<file path="config.mk">
export PLATFORM = sky130hd
export DESIGN_NAME = boot_overlay_ctrl
export DESIGN_NICKNAME = d
export VERILOG_FILES = /design/src/rtl/boot_overlay_ctrl.sv
export SDC_FILE = /design/constraint.sdc
export NUM_CORES = 1
export LEC_CHECK = 0
export BUFFER_PORTS_ARGS = -buffer_cell sky130_fd_sc_hd__buf_2
export CAP_MARGIN = 40
export CELL_PAD_IN_SITES_DETAIL_PLACEMENT = 1
export CELL_PAD_IN_SITES_GLOBAL_PLACEMENT = 1
export CORE_ASPECT_RATIO = 1.75
export CORE_MARGIN = 2
export CORE_UTILIZATION = 37
export CTS_BUF_LIST = sky130_fd_sc_hd__clkbuf_4 sky130_fd_sc_hd__clkbuf_8
export DETAILED_ROUTE_END_ITERATION = 12
export PLACE_DENSITY_LB_ADDON = 0.1
export SYNTH_ARGS = -nofsm -noshare
export SYNTH_HDL_FRONTEND = slang
export SYNTH_SLANG_ARGS = --single-unit
export TNS_END_PERCENT = 20
</file>
<file path="constraint.sdc">
create_clock -name clk -period 3.39 [get_ports clk]
set_input_delay 0.678 -clock clk [delete_from_list [all_inputs] [get_ports clk]]
set_output_delay 0.678 -clock clk [all_outputs]
set_load 0.005 [all_outputs]
</file>
<file path="src/rtl/boot_overlay_ctrl.sv">
// Boot ROM overlay controller: maps the boot pROM over one 256-byte CPU window
// until software disables it, forwards all other accesses to the external bus.
module boot_overlay_ctrl #(
  parameter logic [15:0] BOOT_DIS_ADDR = 16'hFF50,
  parameter logic [7:0]  OVL_HI        = 8'h00
) (
  input  logic        clk,
  input  logic        reset,
  input  logic [15:0] cpu_addr,
  input  logic        cpu_rd,
  input  logic        cpu_wr,
  input  logic [7:0]  cpu_wdata,
  output logic [7:0]  cpu_rdata,
  output logic        cpu_ready,
  output logic        ext_req,
  output logic        ext_we,
  output logic [15:0] ext_addr,
  output logic [7:0]  ext_wdata,
  input  logic [7:0]  ext_rdata,
  input  logic        ext_ack,
  output logic        rom_ce,
  output logic        rom_oce,
  output logic        rom_reset,
  output logic [7:0]  rom_ad,
  input  logic [7:0]  rom_dout,
  input  logic        dbg_req,
  input  logic [7:0]  dbg_addr,
  output logic [7:0]  dbg_rdata,
  output logic        dbg_valid,
  output logic        boot_active
);

  localparam logic [1:0] IDLE   = 2'd0;
  localparam logic [1:0] ROM_RD = 2'd1;
  localparam logic [1:0] EXT    = 2'd2;
  localparam logic [1:0] DONE   = 2'd3;

  logic [1:0] state;
  logic       dbg_txn;
  logic       ext_rd;
  logic       cpu_req;
  logic       ovl_hit;
  logic       boot_dis_wr;

  assign rom_oce   = 1'b1;
  assign rom_reset = reset;

  // A simultaneous rd+wr is a write, and writes never reach the ROM.
  assign cpu_req     = cpu_rd | cpu_wr;
  assign ovl_hit     = cpu_rd & ~cpu_wr & boot_active & (cpu_addr[15:8] == OVL_HI);
  assign boot_dis_wr = cpu_wr & (cpu_addr == BOOT_DIS_ADDR) & cpu_wdata[0];

  // The pROM is addressed combinationally in the issuing IDLE cycle so its
  // one-cycle latency lands the byte in ROM_RD.
  always_comb begin
    rom_ce = 1'b0;
    rom_ad = cpu_addr[7:0];
    if ((state == IDLE) && !reset) begin
      if (ovl_hit) begin
        rom_ce = 1'b1;
      end else if (!cpu_req && dbg_req) begin
        rom_ce = 1'b1;
        rom_ad = dbg_addr;
      end
    end
  end

  always_ff @(posedge clk) begin
    if (reset) begin
      state       <= IDLE;
      boot_active <= 1'b1;
      cpu_ready   <= 1'b0;
      dbg_valid   <= 1'b0;
      ext_req     <= 1'b0;
      ext_we      <= 1'b0;
      cpu_rdata   <= 8'h00;
      dbg_rdata   <= 8'h00;
      ext_addr    <= 16'h0000;
      ext_wdata   <= 8'h00;
      dbg_txn     <= 1'b0;
      ext_rd      <= 1'b0;
    end else begin
      cpu_ready <= 1'b0;
      dbg_valid <= 1'b0;
      case (state)
        IDLE: begin
          if (ovl_hit) begin
            dbg_txn <= 1'b0;
            state   <= ROM_RD;
          end else if (cpu_req) begin
            ext_req   <= 1'b1;
            ext_we    <= cpu_wr;
            ext_addr  <= cpu_addr;
            ext_wdata <= cpu_wdata;
            ext_rd    <= ~cpu_wr;
            dbg_txn   <= 1'b0;
            state     <= EXT;
            // The overlay can only be switched off, never back on, until reset.
            if (boot_dis_wr) begin
              boot_active <= 1'b0;
            end
          end else if (dbg_req) begin
            dbg_txn <= 1'b1;
            state   <= ROM_RD;
          end
        end
        ROM_RD: begin
          if (dbg_txn) begin
            dbg_rdata <= rom_dout;
            dbg_valid <= 1'b1;
          end else begin
            cpu_rdata <= rom_dout;
            cpu_ready <= 1'b1;
          end
          state <= DONE;
        end
        EXT: begin
          if (ext_ack) begin
            ext_req   <= 1'b0;
            ext_we    <= 1'b0;
            cpu_ready <= 1'b1;
            if (ext_rd) begin
              cpu_rdata <= ext_rdata;
            end
            state <= DONE;
          end
        end
        default: begin
          state <= IDLE;
        end
      endcase
    end
  end

endmodule

</file>
==> summary.md, run 1 <==
| Metric | Value |
|---|---|
| Combinational group share of total power | `43.4%` |
| Vias in the first global route | `2028` |
| Initial antenna violation count | `0` |
| Achievable Freq | `376 MHz` |
| Leakage power | `1.39 nW` |
| Reg power frac | `38.9%` |
| Synth Register Bits | `49` |
| GRT Residual Overflow | `0` |
| Outcome | `complete, no violations` |
| Final Skew | `0.00293 ns` |
| Final setup viols | `0` |
| Max cap viols | `0` |
| Area Overhead vs Synth | `29.4%` |
| Share of cells above drive strength 1 | `41.4%` |
| Internal power | `1.30 mW` |
| Worst Hold Class | `reg2reg` |
| Final hold violation count | `0` |
| Number of buffers created by CTS | `5` |
| Port Buf Inserts | `108` |
| CTS tree | `yes` |
| Nets | `384` |
| Iter 0 DRT Violations | `36` |
| Setup TNS after final layout | `0 ns` |
| Core box area | `0.00583 mm^2` |
| Worst r2r src | `state[1]` |
| Reg2Reg Setup Slack | `1.07 ns` |
| # hold bufs at CTS | `0` |
| CP required | `2.71 ns` |
| Actual slew at the worst max-slew pin | `0.809 ns` |
| PD cells | `700 mW/mm^2` |
| Final min period | `2.66 ns` |
| Largest net degree at the start of global routing | `55` |
| Post-Synthesis Cells | `224` |
| Post-DP HPWL | `4.74 mm` |
| R2R Path End | `ext_addr[12]` |
| Routability congestion estimate | `0.763` |
| RSZ-0062 raised after global routing | `false` |
| Die width | `62.7 um` |
| Dpl cell area | `0.00280 mm^2` |
| DRT antenna net count | `0` |
| Routed WL | `6.07 mm` |
| FFs w/ async S/R, synth | `0%` |
| Slowest stage cell on the critical path | `ha_1` |
| Peak supply drop | `378 uV` |
| Top cells by count, synth | `49 x dfxtp_1, 36 x nor2_1, 33 x mux2i_1` |
| H-Tree Depth | `2` |
| Inst Count DP | `397` |
| DR vias | `1988` |
| Leading area contributor after synthesis | `dfxtp_1` |
| Clk sinks | `49` |
| Startpoint Class | `flip-flop` |
| Final Max Tran Viols | `0` |
| Largest stage delay, worst path | `0.39 ns` |
| Crit end category | `output pin` |
| Post-synth EDFFs | `0` |
| Postcts setup bufs | `0` |
| Pre-antenna DRT Iters | `4` |
| CP arrival | `1.98 ns` |
| Drt wl/cell | `15.0 um` |
| Synth Flop Type | `dfxtp_1` |
| Sw frac | `35.9%` |
| Non-Filler Instances | `404` |
| GRT Util Overall | `17.8%` |
| Cell variety after synth | `39` |
| Initial Util | `38.3%` |
| Crit. Startpoint | `state[1]` |
| Most common cell in the synthesized netlist | `dfxtp_1` |
| DIE AREA | `0.00669 mm^2` |
| Reg clk slew, reported paths | `0.09 ns` |
| Area contributors post-synth | `dfxtp_1 44%, mux2i_1 15%, nor2_1 6.1%` |
| Clock latency on the worst-skew pair | `0.30 ns` |
| CTS root buf | `clkbuf_8` |
| Ports | `110` |
| R2r worst-path depth | `7` |
| First-pass GRT wire length | `9.43 mm` |
| Syn Area/Cell | `9.96 um^2` |
| Antenna diodes | `0` |
| Slew Limit Headroom | `46.0%` |
| Post-Syn Nets | `282` |
| FP Rows | `37` |
| Clock share of power | `17.7%` |
| Switching power | `0.725 mW` |
| Vert. Die Dim | `107 um` |
| Place WS | `0.759 ns` |
| Clock buffer depth | `2` |
| CP endpoint | `rom_ad[3]` |
| Seq/Total Area, Yosys | `43.9%` |
| Sequence of cells on the critical path | `inv_1, ha_1, nand4b_2, mux2_2, buf_2` |
| Final worst path period share | `78.5%` |
| Mapped Area | `0.00223 mm^2` |
| Vias per inst | `4.92` |
| Cts repair resizes | `0` |
| Drc violations | `0` |
| Setup slack after layout | `0.728 ns` |
| Crit path max fanout | `11` |
| CP Class | `reg2out` |
| Yosys warns | `0` |
| Synth top area share | `43.9%` |
| Finished Cell Area | `0.00289 mm^2` |
[cell type report]
cell class,count,area (um^2)
Clock buffer,7,90.1
Fill cell,734,2950
Inverter,7,26.3
Multi-Input combinational cell,153,1140
Sequential cell,49,981
Tap cell,78,97.6
Timing Repair Buffer,110,556
[cell usage in the layout (no fill, tap or decap), types with 2 or more instances in the layout]
master    instances
nand4_1           2
ha_1              4
dfxtp_1          49
a211oi_2          3
clkbuf_8          6
o32ai_1           2
inv_1             7
nor4b_4           2
nand2b_1          2
a211oi_1          8
nor2_1           36
buf_4             2
mux2i_1          33
buf_2           108
nand2_1          20
nor3_1            2
mux2_2            8
a21oi_1          10
nor4b_1           2
[registers in the layout, indices dropped and copies added (netlist names)]
name / cells
cpu_ready: 1
state: 2
ext_rd: 1
dbg_valid: 1
ext_wdata: 8
cpu_rdata: 8
boot_active: 1
ext_addr: 16
dbg_txn: 1
ext_req: 1
dbg_rdata: 8
ext_we: 1
[worst min-delay path by stage]
stage | start | end | slack [ns] | cells after the start
detailed placement | dbg_rdata[4] | dbg_rdata[4] | 0.45 | 2
floorplan | dbg_rdata[0] | dbg_rdata[0] | 0.45 | 2
finish | dbg_rdata[0] | dbg_rdata[0] | 0.46 | 2
CTS | dbg_rdata[4] | dbg_rdata[4] | 0.47 | 2
global placement | dbg_rdata[6] | dbg_rdata[6] | 0.44 | 2
global route | dbg_rdata[2] | dbg_rdata[2] | 0.49 | 2
[power by group through the flow]
stage | registers [mW] | logic [mW] | clock network [mW]
final | 0.787 | 0.877 | 0.358
after global routing | 0.806 | 0.974 | 0.390
after CTS | 0.789 | 0.899 | 0.369
after detailed placement | 0.802 | 0.896 | 0
after global placement | 0.797 | 0.875 | 0
after floorplan | 0.810 | 0.630 | 0
[critical path, delay by kind of cell, from the launching register on]
| family | cells | cell delay (ns) |
|---|---|---|
| fa+ha+maj | 1 | 0.39 |
| mux | 1 | 0.37 |
| flops | 1 | 0.35 |
| simple gates | 1 | 0.35 |
| buf+inv | 2 | 0.23 |
[routing by layer]
metal  track usage, %  wire length, um  vias up
met2             34.7             3310       68
met4             5.71               80        0
met1             17.8             2310      934
li1                 -                -      980
met5                0                0        -
met3             4.83              364        6
[cell families after synthesis]
family                   after synthesis  synth area share, %
AO/OA/AOI/OAI                         33                 12.5
adder cells (fa/ha/maj)                4                 2.24
buffers and inverters                 22                 5.10
flip-flops                            49                 43.9
multiplexers                          41                 18.8
other                                  1                0.168
AND/OR/NAND/NOR                       74                 17.2
[metrics by stage]
| step | hold slack (ns) | utilization [%] | power [mW] |
|---|---|---|---|
| after detailed placement | 0.455 | 48.0 | 1.70 |
| after floorplan | 0.453 | - | 1.44 |
| after global routing | 0.487 | 49.5 | 2.17 |
| after global placement | 0.443 | 48.0 | 1.67 |
| after CTS | 0.467 | 49.5 | 2.06 |
| final | 0.460 | 49.5 | 2.02 |
(Power assumes the default switching activity.)
==> inputs of run 2 (changes only) <==
--- a/config.mk
+++ b/config.mk
@@ -5,13 +5,14 @@
 export SDC_FILE = /design/constraint.sdc
 export NUM_CORES = 1
 export LEC_CHECK = 0
+export ABC_AREA = 1
 export BUFFER_PORTS_ARGS = -buffer_cell sky130_fd_sc_hd__buf_2
 export CAP_MARGIN = 40
 export CELL_PAD_IN_SITES_DETAIL_PLACEMENT = 1
 export CELL_PAD_IN_SITES_GLOBAL_PLACEMENT = 1
 export CORE_ASPECT_RATIO = 1.75
 export CORE_MARGIN = 2
-export CORE_UTILIZATION = 37
+export CORE_UTILIZATION = 32
 export CTS_BUF_LIST = sky130_fd_sc_hd__clkbuf_4 sky130_fd_sc_hd__clkbuf_8
 export DETAILED_ROUTE_END_ITERATION = 12
 export PLACE_DENSITY_LB_ADDON = 0.1
==> constraint.sdc (replaced) <==
create_clock -name clk -period 2.7 [get_ports clk]
set_input_delay 0.54 -clock clk [delete_from_list [all_inputs] [get_ports clk]]
set_output_delay 0.54 -clock clk [all_outputs]
set_load 0.005 [all_outputs]
==> run 2 against run 1 <==
  * Final cell count is 19% higher
  * Setup slack worse by 0.50 ns
  * Total power is 28% higher
  * Critical endpoint unchanged
==> summary.md, run 2 <==
| Metric | Value |
|---|---|
| Routability congestion estimate | `0.779` |
| Non-Filler Instances | `480` |
| Slew Limit Headroom | `62.4%` |
| CP arrival | `1.93 ns` |
| Inst Count DP | `472` |
| Number of buffers created by CTS | `5` |
| Top cells by count, synth | `87 x nand2_1, 49 x dfxtp_1, 43 x a21oi_1` |
| Drc violations | `0` |
| Nets | `455` |
| Leakage power | `1.48 nW` |
| Biggest register | `ext_addr` |
| CP Class | `reg2out` |
| Synth Flop Type | `dfxtp_1` |
| Port Buf Inserts | `108` |
| Core box area | `0.00654 mm^2` |
| Initial antenna violation count | `0` |
| Most common cell after layout, fill and taps aside | `buf_2` |
| Core Util, Final | `43.7%` |
| Sequence of cells on the critical path | `inv_1, ha_2, inv_2, nor2_2, nand3_2, mux2_4, buf_2` |
| CP required | `2.16 ns` |
| Iter 0 DRT Violations | `96` |
| FP Rows | `39` |
| Final setup viols | `0` |
| Post-DP HPWL | `5.06 mm` |
| Clk sinks | `49` |
| CTS tree | `yes` |
| Worst Hold Class | `in2reg` |
| First-pass GRT wire length | `10.4 mm` |
| Initial Util | `33.3%` |
| Startpoint Class | `flip-flop` |
| Slowest stage cell on the critical path | `mux2_4` |
| Largest stage delay, worst path | `0.37 ns` |
| Syn Area/Cell | `7.36 um^2` |
| Post-Synthesis Cells | `296` |
| Most common cell in the synthesized netlist | `nand2_1` |
| Crit. Startpoint | `state[0]` |
| Share of cells above drive strength 1 | `33.2%` |
| Leading area contributor after synthesis | `dfxtp_1` |
| Place WS | `0.475 ns` |
| Vias in the first global route | `2238` |
| Post-synth EDFFs | `0` |
| Worst hold path startpoint | `rom_dout[0]` |
| Final hold violation count | `0` |
| DIE AREA | `0.00751 mm^2` |
| Seq/Total Area, Yosys | `45.0%` |
| Buf/Inv on CP | `3` |
| CTS root buf | `clkbuf_8` |
| Pre-antenna DRT Iters | `4` |
| DR vias | `2282` |
| Ports | `110` |
| Drt wl/cell | `13.7 um` |
| Crit path max fanout | `12` |
| Mapped Area | `0.00218 mm^2` |
| Postcts setup bufs | `0` |
| Worst r2r src | `state[0]` |
| Vert. Die Dim | `113 um` |
| Cell family with most CP delay | `multiplexers` |
| Vias per inst | `4.75` |
| H-Tree Depth | `2` |
| Final Max Tran Viols | `0` |
| Area Overhead vs Synth | `31.2%` |
| Routed WL | `6.57 mm` |
| Actual slew at the worst max-slew pin | `0.564 ns` |
| Post-Syn Nets | `354` |
| Final min period | `2.47 ns` |
| Peak supply drop | `408 uV` |
| PD cells | `907 mW/mm^2` |
| Number of flip-flops under the largest register name | `16` |
| Clock buffer depth | `2` |
| Max cap viols | `0` |
| Largest net degree at the start of global routing | `32` |
| Cell variety after synth | `28` |
| Antenna diodes | `0` |
| Final worst path period share | `91.4%` |
| Die width | `66.4 um` |
| FFs w/ async S/R, synth | `0%` |
| Reg clk slew, reported paths | `0.09 ns` |
| GRT Util Overall | `18.0%` |
| Synth Register Bits | `49` |
| Setup TNS after final layout | `0 ns` |
| Clock latency on the worst-skew pair | `0.32 ns` |
| RSZ-0062 raised after global routing | `false` |
| Synth top area share | `45.0%` |
| Area contributors post-synth | `dfxtp_1 45%, nand2_1 15%, a21oi_1 9.9%` |
| Commonest non-fill, non-tap cells in the layout | `108 x buf_2, 87 x nand2_1, 49 x dfxtp_1` |
| Final Skew | `0.00908 ns` |
| Achievable Freq | `405 MHz` |
| Total power draw | `2.59 mW` |
| GRT Residual Overflow | `0` |
| DRT antenna net count | `0` |
| Setup slack after layout | `0.231 ns` |
| Crit end category | `output pin` |
| Outcome | `complete, no violations` |
| Yosys warns | `0` |
run 2: cell type report:
class	count	area, um^2
clock inverters	1	30.0
flip-flops and latches	49	981
repair buffers	110	556
inverters	32	123
clock buffers	7	90.1
well taps	82	103
multi-input cells	199	978
fillers	902	3680
run 2: routing by layer:
metal  share of wire (%)  vias to the layer above  wire length (um)  GRT usage [%]
met1                  37                     1049              2430           18.2
met5                   0                        -                 0              0
met3                 5.7                       14               377           4.67
met2                  55                       71              3600           33.0
li1                    -                     1148                 -              -
met4                 2.4                        0               159           8.71
run 2: cells by family (layout without fill, tap and decap cells):
group / count (synthesis) / count (layout) / share of synthesized area, %
and+or+nand+nor: 117 / 117 / 22.3
muxes: 4 / 4 / 2.41
adders and majority gates: 4 / 4 / 2.30
DFF: 49 / 49 / 45.0
AOI/OAI and AO/OA: 73 / 73 / 17.6
other: 1 / 1 / 0.172
buffers and inverters: 48 / 150 / 10.2
run 2: where the power goes:
group          internal [mW]  switching, mW
registers              0.908         0.0892
logic                  0.387          0.646
clock network          0.312          0.251
run 2: worst paths after layout:
path	end	slack [ns]	cells after the start
max	rom_ad[3]	0.23	7
min	dbg_rdata[0]	0.46	3
max reg2reg	cpu_rdata[3]	0.68	9
min reg2reg	ext_req	0.46	2
run 2: per-stage QoR:
stage	instance area (um^2)	hold slack [ns]
after floorplan	2180	0.429
after global placement	2740	0.449
after detailed placement	2740	0.454
after CTS	2860	0.451
after global routing	2860	0.453
final	2860	0.460
run 2: tightest hold or removal path: stages:
cell     delay, ns
buf_2         0.10
inv_1         0.04
a21oi_1       0.05
run 2: timing repair:
action,in CTS,in global routing
setup endpoints to repair,0,2
hold buffers,0,0
gates resized for setup,0,1
